### src/rtl/store_commit_buffer.sv
// store_commit_buffer
//   In-order store buffer on the write side of the data-memory path. Issued
//   SB/SH/SW stores are accepted from the reservation station, held
//   speculatively and reported done to the ROB. Stores are written to data
//   memory only after the ROB commits them. A mispredict discards younger
//   uncommitted entries, and load probes are flagged when they alias a
//   pending store word.
//
// Ports
//   clk, reset            clock, asynchronous active-high reset
//   st_*                  issued store in (valid/tag/func3/base/imm/data),
//                         st_ready out, st_done/st_done_tag completion pulse
//   commit_valid/_tag     ROB retiring a store
//   mispredict/_tag,      branch flush; kill range is
//   curr_rob_tag          (mispredict_tag, curr_rob_tag) modulo ROB_SIZE
//   mem_we/addr/wdata/be  data-memory write request, held until mem_ack
//   ld_check/ld_addr      load alias probe -> ld_conflict (combinational)
//   empty, full           occupancy flags
module store_commit_buffer #(
  parameter int DEPTH    = 8,
  parameter int ROB_SIZE = 16
) (
  input  logic        clk,
  input  logic        reset,
  input  logic        st_valid,
  output logic        st_ready,
  input  logic [4:0]  st_rob_tag,
  input  logic [2:0]  st_func3,
  input  logic [31:0] st_base,
  input  logic [31:0] st_imm,
  input  logic [31:0] st_data,
  output logic        st_done,
  output logic [4:0]  st_done_tag,
  input  logic        commit_valid,
  input  logic [4:0]  commit_tag,
  input  logic        mispredict,
  input  logic [4:0]  mispredict_tag,
  input  logic [4:0]  curr_rob_tag,
  output logic        mem_we,
  output logic [31:0] mem_addr,
  output logic [31:0] mem_wdata,
  output logic [3:0]  mem_be,
  input  logic        mem_ack,
  input  logic        ld_check,
  input  logic [31:0] ld_addr,
  output logic        ld_conflict,
  output logic        empty,
  output logic        full
);

  localparam int PTR_W = $clog2(DEPTH);
  localparam int CNT_W = PTR_W + 1;

  typedef enum logic {IDLE = 1'b0, WRITE = 1'b1} state_t;

  // Control state (reset)
  logic [DEPTH-1:0] vld_q, vld_d;
  logic [DEPTH-1:0] cmt_q, cmt_d;
  logic [PTR_W-1:0] head_q, head_d;
  logic [PTR_W-1:0] tail_q, tail_d;
  logic [CNT_W-1:0] count_q, count_d;
  logic             st_done_q, st_done_d;
  logic [4:0]       st_done_tag_q, st_done_tag_d;

  // Entry payload (not reset; only meaningful while the valid bit is set)
  logic [4:0]  tag_q   [DEPTH];
  logic [29:0] addr_q  [DEPTH];
  logic [31:0] wdata_q [DEPTH];
  logic [3:0]  be_q    [DEPTH];

  // Write FSM and registered memory outputs
  state_t      state_q;
  logic        mem_we_q;
  logic [31:0] mem_addr_q;
  logic [31:0] mem_wdata_q;
  logic [3:0]  mem_be_q;

  // Incoming store decode
  logic [31:0]      eff_addr;
  logic [3:0]       push_be;
  logic [31:0]      push_wdata;
  logic             push_en;
  logic [PTR_W-1:0] push_idx;
  logic             pop;

  // Scratch for the next-state scan
  logic             found;
  logic [PTR_W-1:0] idx;
  logic [CNT_W-1:0] last;

  logic unused_ld_bits;
  assign unused_ld_bits = ^ld_addr[1:0];

  // Circular membership test: tag lies in (mt, ct) modulo ROB_SIZE.
  function automatic logic in_kill(input logic [4:0] t, input logic [4:0] mt,
                                   input logic [4:0] ct);
    int off;
    int len;
    off = (int'(t)  + 2 * ROB_SIZE - int'(mt) - 1) % ROB_SIZE;
    len = (int'(ct) + 2 * ROB_SIZE - int'(mt) - 1) % ROB_SIZE;
    return off < len;
  endfunction

  assign st_ready    = (count_q != CNT_W'(DEPTH));
  assign full        = (count_q == CNT_W'(DEPTH));
  assign empty       = (count_q == '0);
  assign st_done     = st_done_q;
  assign st_done_tag = st_done_tag_q;
  assign mem_we      = mem_we_q;
  assign mem_addr    = mem_addr_q;
  assign mem_wdata   = mem_wdata_q;
  assign mem_be      = mem_be_q;

  assign pop = (state_q == WRITE) && mem_ack;

  always_comb begin
    eff_addr   = st_base + st_imm;
    push_be    = 4'b1111;
    push_wdata = st_data;
    case (st_func3)
      3'b000: begin
        push_be    = 4'b0001 << eff_addr[1:0];
        push_wdata = {4{st_data[7:0]}};
      end
      3'b001: begin
        push_be    = eff_addr[1] ? 4'b1100 : 4'b0011;
        push_wdata = {2{st_data[15:0]}};
      end
      default: begin
        push_be    = 4'b1111;
        push_wdata = st_data;
      end
    endcase
  end

  // Next state: commit, then mispredict rollback, then pop, then push.
  always_comb begin
    vld_d         = vld_q;
    cmt_d         = cmt_q;
    head_d        = head_q;
    tail_d        = tail_q;
    count_d       = count_q;
    found         = 1'b0;
    idx           = '0;
    last          = '0;
    push_en       = 1'b0;
    push_idx      = '0;
    st_done_d     = 1'b0;
    st_done_tag_d = st_done_tag_q;

    // Only the oldest uncommitted entry may be committed.
    for (int i = 0; i < DEPTH; i++) begin
      idx = head_q + PTR_W'(i);
      if (i < int'(count_q) && !found && vld_q[idx] && !cmt_q[idx]) begin
        found = 1'b1;
        if (commit_valid && tag_q[idx] == commit_tag) cmt_d[idx] = 1'b1;
      end
    end

    // Stores are in program order, so killed entries form the young suffix;
    // the tail lands just past the youngest survivor.
    if (mispredict) begin
      for (int i = 0; i < DEPTH; i++) begin
        idx = head_q + PTR_W'(i);
        if (i < int'(count_q)) begin
          if (vld_d[idx] && !cmt_d[idx] &&
              in_kill(tag_q[idx], mispredict_tag, curr_rob_tag)) begin
            vld_d[idx] = 1'b0;
          end else if (vld_d[idx]) begin
            last = CNT_W'(i + 1);
          end
        end
      end
      count_d = last;
      tail_d  = head_q + last[PTR_W-1:0];
    end

    if (pop) begin
      vld_d[head_q] = 1'b0;
      cmt_d[head_q] = 1'b0;
      head_d        = head_q + 1'b1;
      count_d       = count_d - 1'b1;
    end

    push_en = st_valid && st_ready &&
              !(mispredict && in_kill(st_rob_tag, mispredict_tag, curr_rob_tag));
    push_idx = tail_d;
    if (push_en) begin
      vld_d[tail_d] = 1'b1;
      cmt_d[tail_d] = 1'b0;
      tail_d        = tail_d + 1'b1;
      count_d       = count_d + 1'b1;
      st_done_d     = 1'b1;
      st_done_tag_d = st_rob_tag;
    end
  end

  always_ff @(posedge clk or posedge reset) begin
    if (reset) begin
      vld_q         <= '0;
      cmt_q         <= '0;
      head_q        <= '0;
      tail_q        <= '0;
      count_q       <= '0;
      st_done_q     <= 1'b0;
      st_done_tag_q <= '0;
    end else begin
      vld_q         <= vld_d;
      cmt_q         <= cmt_d;
      head_q        <= head_d;
      tail_q        <= tail_d;
      count_q       <= count_d;
      st_done_q     <= st_done_d;
      st_done_tag_q <= st_done_tag_d;
    end
  end

  always_ff @(posedge clk) begin
    if (push_en) begin
      tag_q[push_idx]   <= st_rob_tag;
      addr_q[push_idx]  <= eff_addr[31:2];
      wdata_q[push_idx] <= push_wdata;
      be_q[push_idx]    <= push_be;
    end
  end

  // Write FSM: WRITE always returns to IDLE, so writes are at most 1 per 2 cycles.
  always_ff @(posedge clk or posedge reset) begin
    if (reset) begin
      state_q     <= IDLE;
      mem_we_q    <= 1'b0;
      mem_addr_q  <= '0;
      mem_wdata_q <= '0;
      mem_be_q    <= '0;
    end else begin
      case (state_q)
        IDLE: begin
          if (vld_q[head_q] && cmt_q[head_q]) begin
            mem_addr_q  <= {addr_q[head_q], 2'b00};
            mem_wdata_q <= wdata_q[head_q];
            mem_be_q    <= be_q[head_q];
            mem_we_q    <= 1'b1;
            state_q     <= WRITE;
          end
        end
        WRITE: begin
          if (mem_ack) begin
            mem_we_q <= 1'b0;
            state_q  <= IDLE;
          end
        end
        default: begin
          mem_we_q <= 1'b0;
          state_q  <= IDLE;
        end
      endcase
    end
  end

  always_comb begin
    ld_conflict = 1'b0;
    for (int i = 0; i < DEPTH; i++) begin
      if (ld_check && vld_q[i] && addr_q[i] == ld_addr[31:2]) ld_conflict = 1'b1;
    end
  end

endmodule

### config.mk
export PLATFORM = sky130hd
export DESIGN_NAME = store_commit_buffer
export DESIGN_NICKNAME = d
export VERILOG_FILES = /design/src/rtl/store_commit_buffer.sv
export SDC_FILE = /design/constraint.sdc
export NUM_CORES = 1
export LEC_CHECK = 0
export CORE_ASPECT_RATIO = 0.9
export CORE_MARGIN = 2
export CORE_UTILIZATION = 54
export CTS_CLUSTER_DIAMETER = 200
export DETAILED_ROUTE_END_ITERATION = 12
export PLACE_DENSITY_LB_ADDON = 0.25
export SETUP_SLACK_MARGIN = 0.02
export SYNTH_ARGS = -nofsm -noshare
export SYNTH_HDL_FRONTEND = slang
export SYNTH_SLANG_ARGS = --single-unit
### constraint.sdc
create_clock -name clk -period 15.6 [get_ports clk]
set_input_delay 2.34 -clock clk [delete_from_list [all_inputs] [get_ports clk]]
set_output_delay 2.34 -clock clk [all_outputs]
set_load 0.05 [all_outputs]
Yosys cells after proc, flatten, opt, wreduce, memory -nomap -nowiden
Memories as Yosys holds them, arrays and structs flattened. A register that Yosys moved wholly into a read port is not among the register bits.
Index checks and enable logic that the tools add are counted.

word-level totals
  bits in registers = 34
  bits in writable memories = 568
  bits of input ports = 158
  output and inout bits = 79
  word-level logic and storage cells = 448
  memories kept = 4

memory list
  name     words  width  read ports  clocked after memory_dff  write ports  RTL line  source
  wdata_q  8      32     1           1                         1            68        logic [31:0] wdata_q [DEPTH];
  addr_q   8      30     9           1                         1            67        logic [29:0] addr_q [DEPTH];
  tag_q    8      5      8           0                         1            66        logic [4:0] tag_q [DEPTH];
  be_q     8      4      1           1                         1            69        logic [3:0] be_q [DEPTH];

operators by class
  $add $sub $neg = 42
  $lt $le $gt $ge = 35
  equal/unequal tests = 21
  shift operators = 1
  muxes and demuxes = 181
  bitwise logic cells = 40
  reductions and logical operators = 115

operator list
  kind                 number
  $mux 8               44
  $eq 30x30->1         8
  $mux 4               27
  $bmux 1 s3           31
  $sub 8x2->9 const B  10
  $and 8x8->8          11
  $sub 7x5->8          10
  $logic_and 1x1->1    77
  $not 8->8            9
  $or 8x8->8           9
  $add 5x6->7 const B  10
  $mux 1               64
  $pmux 32 s2          1
  $lt 5x5->1           9
  $eq 5x5->1           8
  $reduce_or 4->1      10
  $lt 3x4->1 const B   9
  $add 32x32->32       1
  $demux 1 s3          9
  $ge 3x1->1 const B   9
  $logic_not 1->1      24
  $lt 3x4->1 const A   4
  $add 3x3->3 const B  4
  $and 1x1->1          10
  19 further kinds     27

Longest topological paths before layout
Gate-level depths: netlist of the first run.

  depth after elaboration = 106
  mapped depth = 46
  depth with buffers taken out = 36

Worst setup path before layout of the first run
Ideal clock, no wire load.

  kind = register to register
  from = register head_q[0]
  to = memory addr_q[0][0] (enable)
  setup time = 489 ps
  data arrival time = 11564 ps
  required time = 15111 ps
  slack = 3546 ps
  cell stages (with the launch flop) = 41
  path buffers = 11
  clock period less this slack = 12054 ps
  path through = dfrtp_1 buf_6 inv_2 buf_2 buf_2 buf_1 clkbuf_1 ha_1 buf_6 buf_12 buf_2 buf_2 clkbuf_1 mux2_2 o21ai_0 o21ai_0 ha_1 or4b_2 (+5 left out) and3_1 nor2_1 o311ai_0 or3_1 clkbuf_1 nor3_1 a211oi_1 o211ai_2 a2111oi_2 nor3_1 nor2_1 ha_1 inv_1 fa_1 xor2_1 xnor2_1 a21oi_2 nor3_2

between the ends
  word-level cells in the longest chain between the ends = 99
  elaborated cells between the ends (all ways) = 330
  those cells by class = add/sub (32); order compare (24); eq/ne (8); mux (149); bitwise (30); reduce/logical (86); memory (1)

ends and longest elaborated chain
  item                                                                 RTL line  source
  from (decl)                                                          59        logic [PTR_W-1:0] head_q, head_d;
  from (signal assigned)                                               202       head_q <= '0;
  from (signal assigned)                                               210       head_q <= head_d;
  parallel branches: the longest is 97 deep, another holds $lt 3x4->1  -
  $add 3x3->3 (*)                                                      175       tail_d = head_q + last[PTR_W-1:0];
  $mux 3 (*)                                                           162       if (mispredict) begin
  to (decl)                                                            67

Mark *: on every way between the ends. The select of a mux whose other input is x is not followed.

Worst setup path after layout of the first run
  from = register head_q[2]
  to = memory tag_q[7][4] (enable)

between the ends
  word-level cells in the longest chain between the ends = 99
  elaborated cells between the ends (all ways) = 330
  those cells by class = add/sub (32); order compare (24); eq/ne (8); mux (149); bitwise (30); reduce/logical (86); memory (1)

ends and longest elaborated chain
  item                                                                 RTL line
  parallel branches: the longest is 97 deep, another holds $lt 3x4->1  -
  $add 3x3->3 (*)                                                      175
  $mux 3 (*)                                                           162
  to (decl)                                                            66

Marked as above.

==> flow_summary_export.csv, run 1 <==
group,metric,value,unit
finish,fin_nets,3510,
power_and_ir_drop,ir_worst_vdd,0.206,mV
critical_path,reg2reg_to,"tag_q[7][4]",
sta,grt_setup_unrepaired,"no",
sta,min_period_over_period,0.810,
detailed_routing,drt-wirelength-per-cell,29.9,um
critical_path,max_stage_delay,990,ps
power_and_ir_drop,power,0.0111,W
clock_network,clock-sinks,668,
clock_network,post_cts_buffers,0,
clock_network,cts-hold-fix-buffers,0,
detailed_routing,postRouteAntennaNets,0,
sta,tightest_slew,1370,ps
floorplan,row_count,93,
detailed_routing,vias,27747,
critical_path,critPathCaptureType,"flop",
critical_path,crit_end,"tag_q[7][4]",
power_and_ir_drop,p_leak,15.4,nW
critical_path,timing.rr.start,"head_q[2]",
synth,synth_edf_count,568,
grt,grt_pass1_vias,27857,
place,dp_hpwl,88.3,mm
critical_path,path_max_fanout,42,
sta,slew_headroom,0.0811,
power_and_ir_drop,p_per_area,252,mW/mm^2
sta,fin_tns_setup,0,ps
synth,yosysSeqAreaShare,0.505,
grt,antenna_found_initial,11,
critical_path,crit_start,"head_q[2]",
finish,drive_above_1_share,0.135,
synth,async_flop_share,0.150,
sta,fmax,79.1,MHz
power_and_ir_drop,p_seq_frac,0.281,
place,pre_cts_slack,3120,ps
floorplan,core,0.0713,sq mm
floorplan,die_x,286,um
grt,grt_use_met3,0.0623,
clock_network,clk_latency,610,ps
detailed_routing,wl,126,mm
grt,grt.busiest_layer,"met2",
grt,use_met1,0.462,
detailed_routing,drc,0,
grt,met2_usage,0.533,
clock_network,cts-resized-gates,0,
power_and_ir_drop,switchingPower,0.00516,W
job,cap_violations,0,
power_and_ir_drop,internal_power,0.00595,W
critical_path,crit_required,15860,ps
clock_network,cts_max_level,3,
synth,syn_avg_cell_area,12.9,sq um
grt,grt_max_degree,101,
synth,netlist_instances,3009,
finish,final_util,0.619,
floorplan,initial_core_util,0.543,
detailed_routing,first_pass_iters,8,
finish,fin_area,0.0441,sq mm
sta,finalClockSkew,42.7,ps
clock_network,cts_root_buffer,"clkbuf_16",
critical_path,worstRegToRegCells,34,
clock_network,clockBufferDepth,3,
sta,finalWorstSetupSlack,2960,ps
sta,setup_viol,0,
synth,synth_cell_types,106,
critical_path,reg2reg_slack,2960,ps
outcome,status,"finished, final reports clean",
synth,syn-cell-area,0.0387,sq mm
clock_network,cts-buffers-inserted,70,
power_and_ir_drop,power_frac_clock,0.142,
finish,syn_to_final_growth,13.9,%
clock_network,path_clk_slew,60,ps
min_path,min_path_type,"flop to flop",
grt,grt.total_usage,0.338,
clock_network,cts_tree,"done",
place,portBuffers,232,
sta,hold_violations,0,
synth,yosysWarningCount,0,
critical_path,worstSetupPathType,"flop to flop",
floorplan,die_y,258,um
min_path,hp-start,"st_done_tag[1]",
sta,min_period,12640,ps
place,place_area,0.0420,sq mm
power_and_ir_drop,sw_frac_of_total,0.464,
detailed_routing,viasPerCell,6.61,
critical_path,worstPathArrival,12900,ps
detailed_routing,drt_iter0_drc,3148,
power_and_ir_drop,pwr-share-comb,0.577,
synth,synth_seq_cells,668,
grt,gr-total-overflow,0,
synth,synth_top_flop_cell,"edfxtp_1",
floorplan,pin_count,237,
finish,n_fill_cell,5386,
critical_path,start_kind,"flop",
place,gp_congestion,1.03,
critical_path,crit_top_cell,"inv_1",
sta,finalMaxSlewViolations,0,
floorplan,die_area,0.0739,sq mm
critical_path,cp_slowest_cell,"o21ai_0",
grt,grt_pass1_wl,183,mm
==> area by class of cell <==
class                      count  area [sq um]  area share
antenna                        3          7.51    0.000170
clock buffer                  93          1880      0.0426
clock inverter                35           273     0.00618
inverter                     101           388     0.00879
multi-input combinational   2064         18000       0.408
sequential                   668         19600       0.444
tap                          950          1190      0.0269
timing repair buffer         284          2830      0.0640
==> Yosys cell counts (14+ instances only) <==
library cell / count / share of area
inv_1: 97 / 0.0094
xor2_1: 115 / 0.026
dfrtp_1: 100 / 0.065
a31oi_1: 80 / 0.013
nand3_1: 66 / 0.0085
o21a_1: 15 / 0.0029
nand4_1: 74 / 0.012
nand2_1: 267 / 0.026
ha_1: 151 / 0.049
a21o_1: 23 / 0.0045
nor3_1: 40 / 0.0052
clkbuf_1: 98 / 0.0095
and3_1: 17 / 0.0027
nor2_1: 184 / 0.018
o21bai_1: 16 / 0.0031
edfxtp_1: 568 / 0.44
buf_1: 36 / 0.0035
nor2b_1: 19 / 0.0031
mux2_2: 30 / 0.0087
nand2b_1: 14 / 0.0023
mux2i_1: 61 / 0.016
buf_2: 21 / 0.0027
xnor2_1: 241 / 0.054
o21ai_0: 63 / 0.0081
nor4_1: 52 / 0.0084
a21oi_1: 66 / 0.0085
a211oi_1: 21 / 0.0041
and2_1: 16 / 0.0026
mux4_2: 193 / 0.11
==> critical path: cells and delay by family, from the launching register on <==
family | cells | cell delay [ps]
xor+xnor | 2 | 360
simple gates | 8 | 1690
fa+ha+maj | 6 | 2390
compound gates | 8 | 3500
flops | 1 | 860
mux | 2 | 850
buf+inv | 8 | 2620
==> power by group through the flow <==
stage / Clock [W] / Combinational (W) / Sequential [W]
after global placement: 0 / 0.00618 / 0.00309
final: 0.00158 / 0.00641 / 0.00312
after global routing: 0.00166 / 0.00682 / 0.00317
after floorplan: 0 / 0.00408 / 0.00328
after CTS: 0.00159 / 0.00634 / 0.00311
after detailed placement: 0 / 0.00631 / 0.00314
==> cells in the final DEF, fill, tap and decap left out, drive strengths merged, types with 12 or more instances in the layout <==
cell             n
xnor2          242
edfxtp         568
clkinv          35
a21o            23
and3            17
o221ai          12
a211oi          25
nor3            47
clkdlybuf4s50  232
xor2           117
nor4            54
nor2b           19
nand2b          14
mux4           200
mux2i           63
o21bai          16
nand2          268
nand3           66
fa              12
nor2           185
a21oi           69
clkbuf          93
nand4           75
buf             52
a21boi          14
ha             151
o211ai          14
a31oi           80
nor4b           16
inv             99
and2            16
o21a            15
o21ai           68
dfrtp          100
mux2            30
a2111oi         13
==> registers in the layout (all words and copies together) (netlist names), 3 cells and up <==
signal,flops
addr_q,240
be_q,32
cmt_q,8
count_q,4
head_q,3
mem_addr,30
mem_be,4
mem_wdata,32
st_done_tag,5
tag_q,40
tail_q,3
vld_q,8
wdata_q,256
==> routing by layer <==
metal | part of all wire | wire [um] | up-vias
met2 | 0.46 | 58300 | 1510
li1 | - | - | 11873
met3 | 0.089 | 11200 | 294
met4 | 0.049 | 6140 | 16
met1 | 0.40 | 49800 | 14054
met5 | 0.00092 | 116 | -
==> how the worst min path moves through the flow <==
| stage | endpoint | slack, ps | cells past startpoint |
|---|---|---|---|
| 3_3_place_gp | st_done_tag[1] | 460 | 2 |
| 2_1_floorplan | state_q | 490 | 1 |
| 6_report | st_done_tag[1] | 480 | 2 |
| 3_5_place_dp | st_done_tag[1] | 470 | 2 |
| 4_1_cts | st_done_tag[1] | 480 | 2 |
| 5_1_grt | st_done_tag[4] | 520 | 2 |
==> kinds of logic (layout without fill, tap and decap cells) <==
group                    Yosys count  count (layout)  synth area share
flip-flops                       668             668             0.505
AO/OA/AOI/OAI                    438             438            0.0816
multiplexers                     293             293             0.142
adder cells (fa/ha/maj)          163             163            0.0550
buffers and inverters            278             513            0.0318
other                              1               5         0.0000968
AND/OR/NAND/NOR                  809             809             0.102
XOR/XNOR                         359             359            0.0820
==> through the flow <==
stage / std cells / hold slack, ps
after global placement: 4067 / 459
after detailed placement: 4067 / 469
final: 4198 / 478
after CTS: 4195 / 484
after floorplan: 3010 / 492
after global routing: 4197 / 522
Note: power is estimated with default switching activity, not from simulation.
==> run 2: changes to the inputs <==
Clock period 15.6 ns to 11.1 ns, I/O delays scaled along.
==> flow_summary_export.csv, run 2 (same netlist as run 1, synthesis figures left out) <==
group,metric,value,unit
min_path,min_path_type,"flop to flop",
place,gp_congestion,1.01,
finish,fin_nets,3539,
sta,min_period,10220,ps
critical_path,worstSetupPathType,"flop to flop",
grt,grt_pass1_vias,27454,
grt,grt_pass1_wl,182,mm
critical_path,start_kind,"flop",
detailed_routing,wl_met2,58.7,mm
grt,antenna_found_initial,5,
clock_network,cts_max_level,3,
floorplan,row_count,93,
floorplan,die_y,258,um
finish,syn_to_final_growth,15.3,%
clock_network,clockBufferDepth,3,
sta,whs,479,ps
sta,grt_setup_unrepaired,"no",
finish,final_util,0.626,
sta,min_period_over_period,0.921,
detailed_routing,vias,27857,
floorplan,pin_count,237,
sta,hold_violations,0,
critical_path,crit_buf_inv,7,
detailed_routing,drt_iter0_drc,3378,
detailed_routing,viasPerCell,6.59,
critical_path,crit_required,11380,ps
floorplan,die_area,0.0739,sq mm
sta,finalClockSkew,38.9,ps
job,cap_violations,0,
detailed_routing,wl,124,mm
floorplan,die_x,286,um
sta,tightest_slew,1290,ps
detailed_routing,drc,0,
place,portBuffers,232,
finish,stdcell_count,4228,
critical_path,crit_top_cell,"ha_1",
min_path,min_delay_path_depth,2,
finish,top_register,"wdata_q",
finish,final_common_cell,"edfxtp_1",
clock_network,cts_root_buffer,"clkbuf_16",
grt,grt.total_usage,0.336,
critical_path,max_stage_delay,750,ps
clock_network,cts-hold-fix-buffers,0,
detailed_routing,dr_wl_met3,11.1,mm
clock_network,clock-sinks,668,
critical_path,worstRegToRegCells,33,
detailed_routing,postRouteAntennaNets,0,
finish,drive_above_1_share,0.143,
clock_network,clk_latency,640,ps
detailed_routing,drt-wirelength-per-cell,29.4,um
detailed_routing,routed.top_layer,"met5",
detailed_routing,wl_met1,49.2,mm
floorplan,initial_core_util,0.543,
sta,slew_headroom,0.131,
critical_path,cp_num_cells,33,
clock_network,cts_tree,"done",
clock_network,post_cts_buffers,0,
sta,fin_tns_setup,0,ps
critical_path,worstPathArrival,10500,ps
sta,finalMaxSlewViolations,0,
finish,top_regs,"wdata_q (256), addr_q (240), tag_q (40)",
power_and_ir_drop,ir_worst_vdd,0.223,mV
outcome,status,"finished, final reports clean",
clock_network,cts-resized-gates,0,
sta,fmax,97.8,MHz
power_and_ir_drop,p_leak,15.7,nW
clock_network,path_clk_slew,60,ps
sta,setup_viol,0,
grt,grt_max_degree,112,
finish,largest_reg_flops,256,
place,dp_cells,4097,
grt,gr-total-overflow,0,
floorplan,core,0.0713,sq mm
critical_path,critPathCaptureType,"flop",
place,dp_hpwl,88.9,mm
power_and_ir_drop,power,0.0159,W
critical_path,path_max_fanout,34,
clock_network,cts-buffers-inserted,69,
critical_path,crit_family,"adder cells",
critical_path,cp_slowest_cell,"dfrtp_4",
finish,final_cell_mix,"edfxtp_1, nand2_1, xnor2_1",
detailed_routing,first_pass_iters,7,
power_and_ir_drop,p_per_area,356,mW/mm^2
run 2: cell count changes in the layout (fill, tap and decap cells not counted), moves of 3 or more:
cell / change
clkinv_16: +4
inv_6: -3
buf_12: +14
bufinv_16: +4
clkinv_2: -6
buf_4: +16
run 2: where the power goes:
group	leakage, nW	internal [W]	switching [W]
clock network	1.10	0.00133	0.000992
registers	6.41	0.00380	0.000538
logic	8.15	0.00348	0.00579
run 2: cell type report:
type                            count  area (sq um)
Clock inverter                     35           462
Timing Repair Buffer              314          3230
Tap cell                          950          1190
Multi-Input combinational cell   2064         18000
Sequential cell                   668         19600
Inverter                          101           388
Clock buffer                       93          1840
Fill cell                        5302         26700
Antenna cell                        3          7.51
run 2: per-layer routing:
metal / global-route usage / vias up
li1: - / 11925
met1: 0.462 / 14159
met2: 0.537 / 1500
met3: 0.0549 / 267
met4: 0.139 / 6
met5: 0 / -
run 2: metrics by stage:
step / worst slack (ps) / instance area, sq um
after floorplan: -954 / 38700
after global placement: 1270 / 42400
after detailed placement: 1080 / 42400
after CTS: 984 / 44700
after global routing: 304 / 44700
final: 879 / 44700
run 2: worst reg2reg max path, delay by kind of cell (launching register included):
kind | cells | cell delay (ps)
and+or+nand+nor | 8 | 1850
muxes | 2 | 1020
DFF | 1 | 750
adders and majority gates | 7 | 2410
AOI/OAI and AO/OA | 7 | 2360
buffers and inverters | 7 | 1100
xor gates and xnor gates | 2 | 380
run 2: path summary, 6_finish.rpt:
check | to | slack (ps) | start
max | addr_q[5][2] | 880 | head_q[1]
min | st_done_tag[1] | 480 | st_done_tag[1]
max reg2reg | addr_q[5][2] | 880 | head_q[1]
min reg2reg | st_done_tag[1] | 480 | st_done_tag[1]
max in group asynchronous | head_q[0] | 7940 | reset
min in group asynchronous | cmt_q[6] | 1550 | reset
